<file path="src/rtl/muldiv_unit.sv">
// rtl/muldiv_unit.sv - iterative MULT/MULTU/DIV/DIVU unit holding the HI/LO registers
// Shift-add multiply and restoring divide on magnitudes; signs are applied in FIX.
module muldiv_unit #(
  parameter int WIDTH = 32
) (
  input  logic             clk,
  input  logic             reset,
  input  logic             Start,
  input  logic [1:0]       Op,
  input  logic [WIDTH-1:0] OperandA,
  input  logic [WIDTH-1:0] OperandB,
  input  logic             Flush,
  input  logic             WriteHi,
  input  logic             WriteLo,
  input  logic [WIDTH-1:0] WriteData,
  output logic             Busy,
  output logic             Done,
  output logic [WIDTH-1:0] HiOut,
  output logic [WIDTH-1:0] LoOut
);

  localparam int CW = $clog2(WIDTH + 1);

  typedef enum logic [1:0] {IDLE, RUN, FIX} state_t;

  state_t             state, state_nxt;
  logic [CW-1:0]      counter;
  logic               is_div;
  logic               neg_q;
  logic               neg_r;
  logic               div0;
  logic [WIDTH-1:0]   m_q;
  logic [2*WIDTH-1:0] acc;
  logic [WIDTH-1:0]   hi, lo;
  logic               done_q;

  logic               op_signed;
  logic [WIDTH-1:0]   a_abs, b_abs;
  logic [WIDTH:0]     mul_sum;
  logic [WIDTH:0]     div_shift, div_diff;
  logic [2*WIDTH-1:0] prod_fix;
  logic [WIDTH-1:0]   quo_fix, rem_fix;
  logic               last_iter;

  // State register
  always_ff @(posedge clk) begin
    if (reset) state <= IDLE;
    else       state <= state_nxt;
  end

  // Next-state logic
  always_comb begin
    state_nxt = state;
    if (Flush) begin
      state_nxt = IDLE;
    end else begin
      case (state)
        IDLE:    if (Start) state_nxt = RUN;
        RUN:     if (last_iter) state_nxt = FIX;
        FIX:     state_nxt = IDLE;
        default: state_nxt = IDLE;
      endcase
    end
  end

  // Outputs
  always_comb begin
    Busy  = (state != IDLE);
    Done  = done_q;
    HiOut = hi;
    LoOut = lo;
  end

  always_comb begin
    op_signed = ~Op[0];
    a_abs     = (op_signed && OperandA[WIDTH-1]) ? (~OperandA + 1'b1) : OperandA;
    b_abs     = (op_signed && OperandB[WIDTH-1]) ? (~OperandB + 1'b1) : OperandB;
    last_iter = (counter == CW'(WIDTH - 1));
    mul_sum   = {1'b0, acc[2*WIDTH-1:WIDTH]} + (acc[0] ? {1'b0, m_q} : '0);
    div_shift = acc[2*WIDTH-1:WIDTH-1];
    div_diff  = div_shift - {1'b0, m_q};
    prod_fix  = neg_q ? (~acc + 1'b1) : acc;
    // Divide by zero leaves quotient all ones and remainder |A|; sign-fixing |A| restores A.
    quo_fix   = div0 ? '1 : (neg_q ? (~acc[WIDTH-1:0] + 1'b1) : acc[WIDTH-1:0]);
    rem_fix   = neg_r ? (~acc[2*WIDTH-1:WIDTH] + 1'b1) : acc[2*WIDTH-1:WIDTH];
  end

  always_ff @(posedge clk) begin
    if (reset) begin
      counter <= '0;
      is_div  <= 1'b0;
      neg_q   <= 1'b0;
      neg_r   <= 1'b0;
      div0    <= 1'b0;
      m_q     <= '0;
      acc     <= '0;
      hi      <= '0;
      lo      <= '0;
      done_q  <= 1'b0;
    end else begin
      done_q <= 1'b0;
      if (WriteHi) hi <= WriteData;
      if (WriteLo) lo <= WriteData;
      if (Flush) begin
        counter <= '0;
      end else begin
        case (state)
          IDLE: if (Start) begin
            counter <= '0;
            is_div  <= Op[1];
            neg_q   <= op_signed & (OperandA[WIDTH-1] ^ OperandB[WIDTH-1]);
            neg_r   <= op_signed & OperandA[WIDTH-1];
            div0    <= Op[1] & (OperandB == '0);
            m_q     <= Op[1] ? b_abs : a_abs;
            acc     <= {{WIDTH{1'b0}}, (Op[1] ? a_abs : b_abs)};
          end
          RUN: begin
            counter <= counter + 1'b1;
            if (!is_div)
              acc <= {mul_sum, acc[WIDTH-1:1]};
            else if (!div_diff[WIDTH])
              acc <= {div_diff[WIDTH-1:0], acc[WIDTH-2:0], 1'b1};
            else
              acc <= {div_shift[WIDTH-1:0], acc[WIDTH-2:0], 1'b0};
          end
          FIX: begin
            // Commit overrides a same-edge MTHI/MTLO write.
            done_q <= 1'b1;
            if (is_div) begin
              hi <= rem_fix;
              lo <= quo_fix;
            end else begin
              hi <= prod_fix[2*WIDTH-1:WIDTH];
              lo <= prod_fix[WIDTH-1:0];
            end
          end
          default: ;
        endcase
      end
    end
  end

endmodule

</file>
<file path="config.mk">
export PLATFORM = sky130hd
export DESIGN_NAME = muldiv_unit
export DESIGN_NICKNAME = d
export VERILOG_FILES = /design/src/rtl/muldiv_unit.sv
export SDC_FILE = /design/constraint.sdc
export NUM_CORES = 1
export LEC_CHECK = 0
export BUFFER_PORTS_ARGS = -buffer_cell sky130_fd_sc_hd__clkbuf_2
export CAP_MARGIN = 20
export CORE_ASPECT_RATIO = 1.75
export CORE_MARGIN = 2
export CORE_UTILIZATION = 35
export DETAILED_ROUTE_END_ITERATION = 12
export GPL_TIMING_DRIVEN = 0
export RECOVER_POWER = 50
export SETUP_SLACK_MARGIN = 0.1
export SLEW_MARGIN = 10
export SYNTH_ARGS = -nofsm -noshare
export SYNTH_HDL_FRONTEND = slang
export SYNTH_SLANG_ARGS = --single-unit
</file>
<file path="constraint.sdc">
create_clock -name clk -period 3.1 [get_ports clk]
set_clock_uncertainty 0.15 [all_clocks]
set_input_delay 0.155 -clock clk [delete_from_list [all_inputs] [get_ports clk]]
set_output_delay 0.155 -clock clk [all_outputs]
set_load 0.05 [all_outputs]
</file>
### Yosys cells after proc, flatten, opt, wreduce, memory -nomap -nowiden

Index checks and enable logic that the tools add are counted.
Widths: inputs -> output; s select.

* reductions and logical operators: 11
* add/sub/neg operators: 8
* equal/unequal tests: 5
* bitwise logic cells: 11
* multiplexer cells: 27

Operators by type and width (count)
* $mux 32: 16
* $mux 64: 4
* $add 32x1->32 const B: 4
* $not 32->32: 4
* $pmux 64 s2: 1
* $add 64x1->64 const B: 1
* $not 64->64: 1
* $add 32x32->33: 1
* $sub 33x32->33: 1
* $logic_not 32->1: 1
* $pmux 6 s2: 1
* $add 6x1->6 const B: 1
* $eq 6x5->1 const B: 1
* $mux 6: 1
* $reduce_and 3->1: 2
* $mux 2: 2
* $ne 2x2->1 const B: 2
* $pmux 2 s2: 1
* $reduce_and 2->1: 2
* $reduce_bool 2->1: 2
* $and 1x1->1: 3
* $eq 2x1->1 const B: 1
* $eq 2x2->1 const B: 1
* $logic_and 1x1->1: 2
* 5 further kinds: 6

* bits of input ports: 104
* output and inout port bits: 66
* register bits: 173

### Longest topological paths before layout

* depth in word-level cells: 7
* depth in mapped cells: 14

### Least setup slack after synthesis

No wires, ideal clock.

* kind: register -> register
* start: register acc[48]
* end: register acc[60]
* buffers on the path: 2
* cell stages (with the launch flop): 12
* clock period less this slack: 3.334 ns
* arrival: 3.047 ns
* setup slack: -0.234 ns
* library setup time: 0.137 ns
* cells stage by stage: dfxtp_1 ha_1 clkbuf_1 a211oi_1 o211ai_1 a221o_1 and2_1 or3_1 o311ai_4 buf_2 mux2i_1 o221ai_1

* cells in the longest elaborated chain, start to end: 4
* elaborated cells on any way between the ends: 5
* classes of those cells: add/sub (2); mux (3)

Ends and longest elaborated chain
* start: declaration: RTL line 33 `logic [2*WIDTH-1:0] acc;`
* start signal: assignment: RTL line 115 `acc <= {{WIDTH{1'b0}}, (Op[1] ? a_abs : b_abs)};`
* start signal: assignment: RTL line 120 `acc <= {mul_sum, acc[WIDTH-1:1]};`
* start signal: assignment: RTL line 122 `acc <= {div_diff[WIDTH-1:0], acc[WIDTH-2:0], 1'b1};`
* $sub 33x32->33: RTL line 81 `div_diff = div_shift - {1'b0, m_q};`
* $mux 64: RTL line 121 `else if (!div_diff[WIDTH])`
* $mux 64 (*): RTL line 119 `if (!is_div)`
* $pmux 64 s2 (*): RTL line 107 `case (state)`

Every way passes the cells marked *; elsewhere a longest branch is shown, timed or not.
A chain may end at the register's enable or synchronous reset.

### Final worst setup path

* start: register acc[31]
* end: register acc[58]

* cells in the longest elaborated chain, start to end: 4

Ends and longest elaborated chain (RTL line)
* $sub 33x32->33: 81
* $mux 64: 121
* $mux 64: 119
* $pmux 64 s2: 107

No other way between the ends.

==> results.yml <==
status:
  status: "finished, violations left"
  failed_checks: "negative setup slack"
worst_setup_path:
  cp_max_fo: 8
  criticalPathCategory: "reg -> reg"
  required_ns: 3.28
  r2r_cells: 15
  cp_slowest_cell: "a2111oi_4"
  critPathLaunchType: "flop"
  worstPathArrival_ns: 3.52
  critPathBufInv: 5
  crit_path_frequent_cell: "buf_12"
  critPathMaxStageDelay_ns: 0.43
  cpLargestDelayFamily: "compound AO/OA/AOI/OAI gates"
  critical_path.cell_chain: "inv_4 -> ha_4 -> fa_2 -> nand2b_4 -> a21oi_4 -> o21ai_4 -> a2111oi_4 -> buf_4 -> o311ai_4 -> o311ai_4 -> buf_12 -> buf_12 -> buf_12 -> mux2i_4 -> o221ai_1"
  worst-path-stages: 15
  endpoint_kind: "flop"
flow_run:
  maxCapViolCount: 0
logic_synthesis:
  synthXorXnorAreaFrac_pct: 10.1
  ys_ff_latch: 173
  synth_area_mm2: 0.0148
  synth-edff-count: 0
  async_flop_share_pct: 0
  synthMuxAreaShare_pct: 8.02
  synth_compound_area_share_pct: 26.8
  yosysUniqueCellTypes: 83
  ys_dominant_reg_cell: "dfxtp_1"
  synthAdderAreaFrac_pct: 6.10
  synth.avg_cell_area_um2: 7.48
  yosys.area_share.simple_pct: 20.3
  syn_inst: 1978
  synth_top_family_by_area: "compound AO/OA/AOI/OAI gates"
  yosysSeqAreaShare_pct: 23.4
  yosysWarningCount: 0
  syn_nets: 2153
global_route:
  grt_max_degree: 20
  grt_antenna_before_repair: 0
  overflow: 0
  grt_usage_pct: 30.7
  grt_pass1_vias: 16929
  grt_pass1_wl_mm: 103
routing:
  wire_per_inst_um: 24.8
  ant_nets: 0
  route.detailed.drc: 0
  vias_per_cell: 5.97
  finalWirelength_mm: 70.3
  dr.pass1.iters: 6
  drt_iter0_drc: 1155
  num_vias: 16882
floorplan:
  start_util_pct: 35.4
  core-area_mm2: 0.0417
  boundaryPins: 170
  die_area_mm2: 0.0440
  rows: 99
  die_w_um: 159
  die_y_um: 276
cts:
  clkTransAtPathRegs_ns: 0.08
  htreeDepth: 4
  cts_tree: "yes"
  cts_root_buf: "clkbuf_16"
  clkLatencyLatePin_ns: 0.48
  cts_buffers: 17
  cts_buffer_depth: 2
  clkSinkCount: 173
sta:
  slew_violations: 0
  fin_crit_sh_pct: 108
  period_needed_ns: 3.35
  worstMarginPinSlew_ns: 1.09
  fmax_ghz: 0.299
  setup-tns-final_ns: -5.75
  slew_headroom_pct: 27.0
  rsz0062_at_grt: "yes"
  setup_viol: 52
  hold-worst-slack_ns: 0.0315
  hold_viol_final: 0
  layout_setup_ws_ns: -0.246
place:
  io_buffers: 165
  routabilityCongestion: 0.956
  placed_cells: 2699
  dp_hpwl_mm: 55.7
finish:
  syn_to_final_growth_pct: 31.5
  drive_gt1_share_pct: 22.4
  final_util_pct: 46.6
  n_fill_cell: 4211
  antenna_cells: 0
  stdcell_count: 2830
  layout.nets: 2437
pwr:
  vdd.ir_drop.worst_v: 0.000315
  p_leak_nw: 7.51
  powerDensity_mw_per_mm2: 364
worst_hold_path:
  hold-path-cell-count: 4
  min_path_type: "in -> reg"
-- power by group --
group	leakage (nW)	internal, mW	switching, mW
logic	5.78	0.871	1.48
clock network	0.291	1.09	1.17
registers	1.44	2.33	0.140
total	7.51	4.29	2.78
-- sequential cells by signal, summed over array words and instances (netlist names) --
signal   count
acc         64
HiOut       32
LoOut       32
m_q         32
counter      6
state        2
Done         1
div0         1
is_div       1
neg_q        1
neg_r        1
-- path summary, 6_finish.rpt --
| path | slack [ns] | start | end |
|---|---|---|---|
| worst max-delay path | -0.25 | acc[31]$_SDFFE_PP0P_ | acc[58]$_SDFFE_PP0P_ |
| worst min-delay path | 0.03 | OperandA[28] | acc[28]$_SDFFE_PP0P_ |
| worst max register to register | -0.25 | acc[31]$_SDFFE_PP0P_ | acc[58]$_SDFFE_PP0P_ |
| worst min register to register | 0.30 | m_q[30]$_SDFFE_PP0P_ | m_q[30]$_SDFFE_PP0P_ |
-- logic make-up after synthesis --
family / after synthesis
DFF: 173
adders and majority gates: 71
and+or+nand+nor: 640
AOI/OAI and AO/OA: 606
xor gates and xnor gates: 171
buffers and inverters: 199
muxes: 118
-- metal layers --
metal	GRT usage [%]	vias up	routed length, um
met4	30.5	0	7920
met1	29.4	7992	23700
met3	3.77	327	3220
met2	55.5	785	35500
met5	0	-	0
li1	-	7778	-
-- area by class of cell --
class | instances | area, um2 | share of cell area [%]
flip-flops and latches | 173 | 3560 | 18.3
well taps | 555 | 694 | 3.57
inverters | 66 | 259 | 1.33
multi-input cells | 1606 | 11900 | 61.2
clock buffers | 18 | 429 | 2.21
plain buffers | 120 | 583 | 3.00
clock inverters | 14 | 166 | 0.855
repair buffers | 278 | 1860 | 9.57
-- cells in the mapped netlist (27+ instances only) --
cell	number	area (um2)
clkbuf_1	113	424
mux2i_1	114	1140
a21oi_1	174	871
o21ai_0	117	586
nor3_1	41	205
nand2b_1	33	206
dfxtp_1	173	3460
ha_1	69	863
inv_1	65	244
a211oi_1	63	473
a221oi_1	34	298
nor2_1	230	863
xor2_1	87	762
nand2_1	184	691
xnor2_1	84	736
o31ai_1	28	210
o211ai_1	27	203
-- cells in the final DEF, fill, tap and decap left out, drive strengths merged, types with 14 or more instances in the layout --
cell type / count
a21o: 20
nand2b: 33
dlygate4sd3: 37
nor3: 41
a211oi: 63
ha: 69
xor2: 87
nor2: 230
o211ai: 27
clkbuf: 290
xnor2: 84
a31oi: 14
nor2b: 16
a22oi: 17
or3: 25
a221oi: 34
mux2i: 114
buf: 89
o31ai: 29
dfxtp: 173
inv: 71
nand3: 24
nor4: 18
nand2: 185
o21ai: 124
a21oi: 174
-- repair_timing --
| action | 4_1_cts | 5_1_grt |
|---|---|---|
| setup endpoints to repair | 91 | 85 |
| setup buffers | 57 | 16 |
| resized for setup | 270 | 158 |
| hold buffers | 37 | 0 |
| endpoints found under the hold margin | 65 | 0 |
| pin swaps | 93 | 77 |
| cloned | 4 | 1 |
-- per-stage QoR --
stage	power [mW]	area (um2)	setup WS, ns
global placement	4.41	16400	-1.01
floorplan	3.74	14900	-0.0379
detailed placement	4.42	16400	-1.05
CTS	6.93	18900	-0.319
finish	7.08	19500	-0.246
global route	7.27	19500	-0.329
-- worst reg2reg max path, stage by stage (launching register included) --
cell and delay (ns):
dfxtp_4 0.36, inv_4 0.04, ha_4 0.15, fa_2 0.35, nand2b_4 0.17, a21oi_4 0.17
o21ai_4 0.11, a2111oi_4 0.44, buf_4 0.20, o311ai_4 0.11, o311ai_4 0.12, buf_12 0.18
buf_12 0.15, buf_12 0.14, mux2i_4 0.25, o221ai_1 0.12
Note: power is estimated with default switching activity, not from simulation.
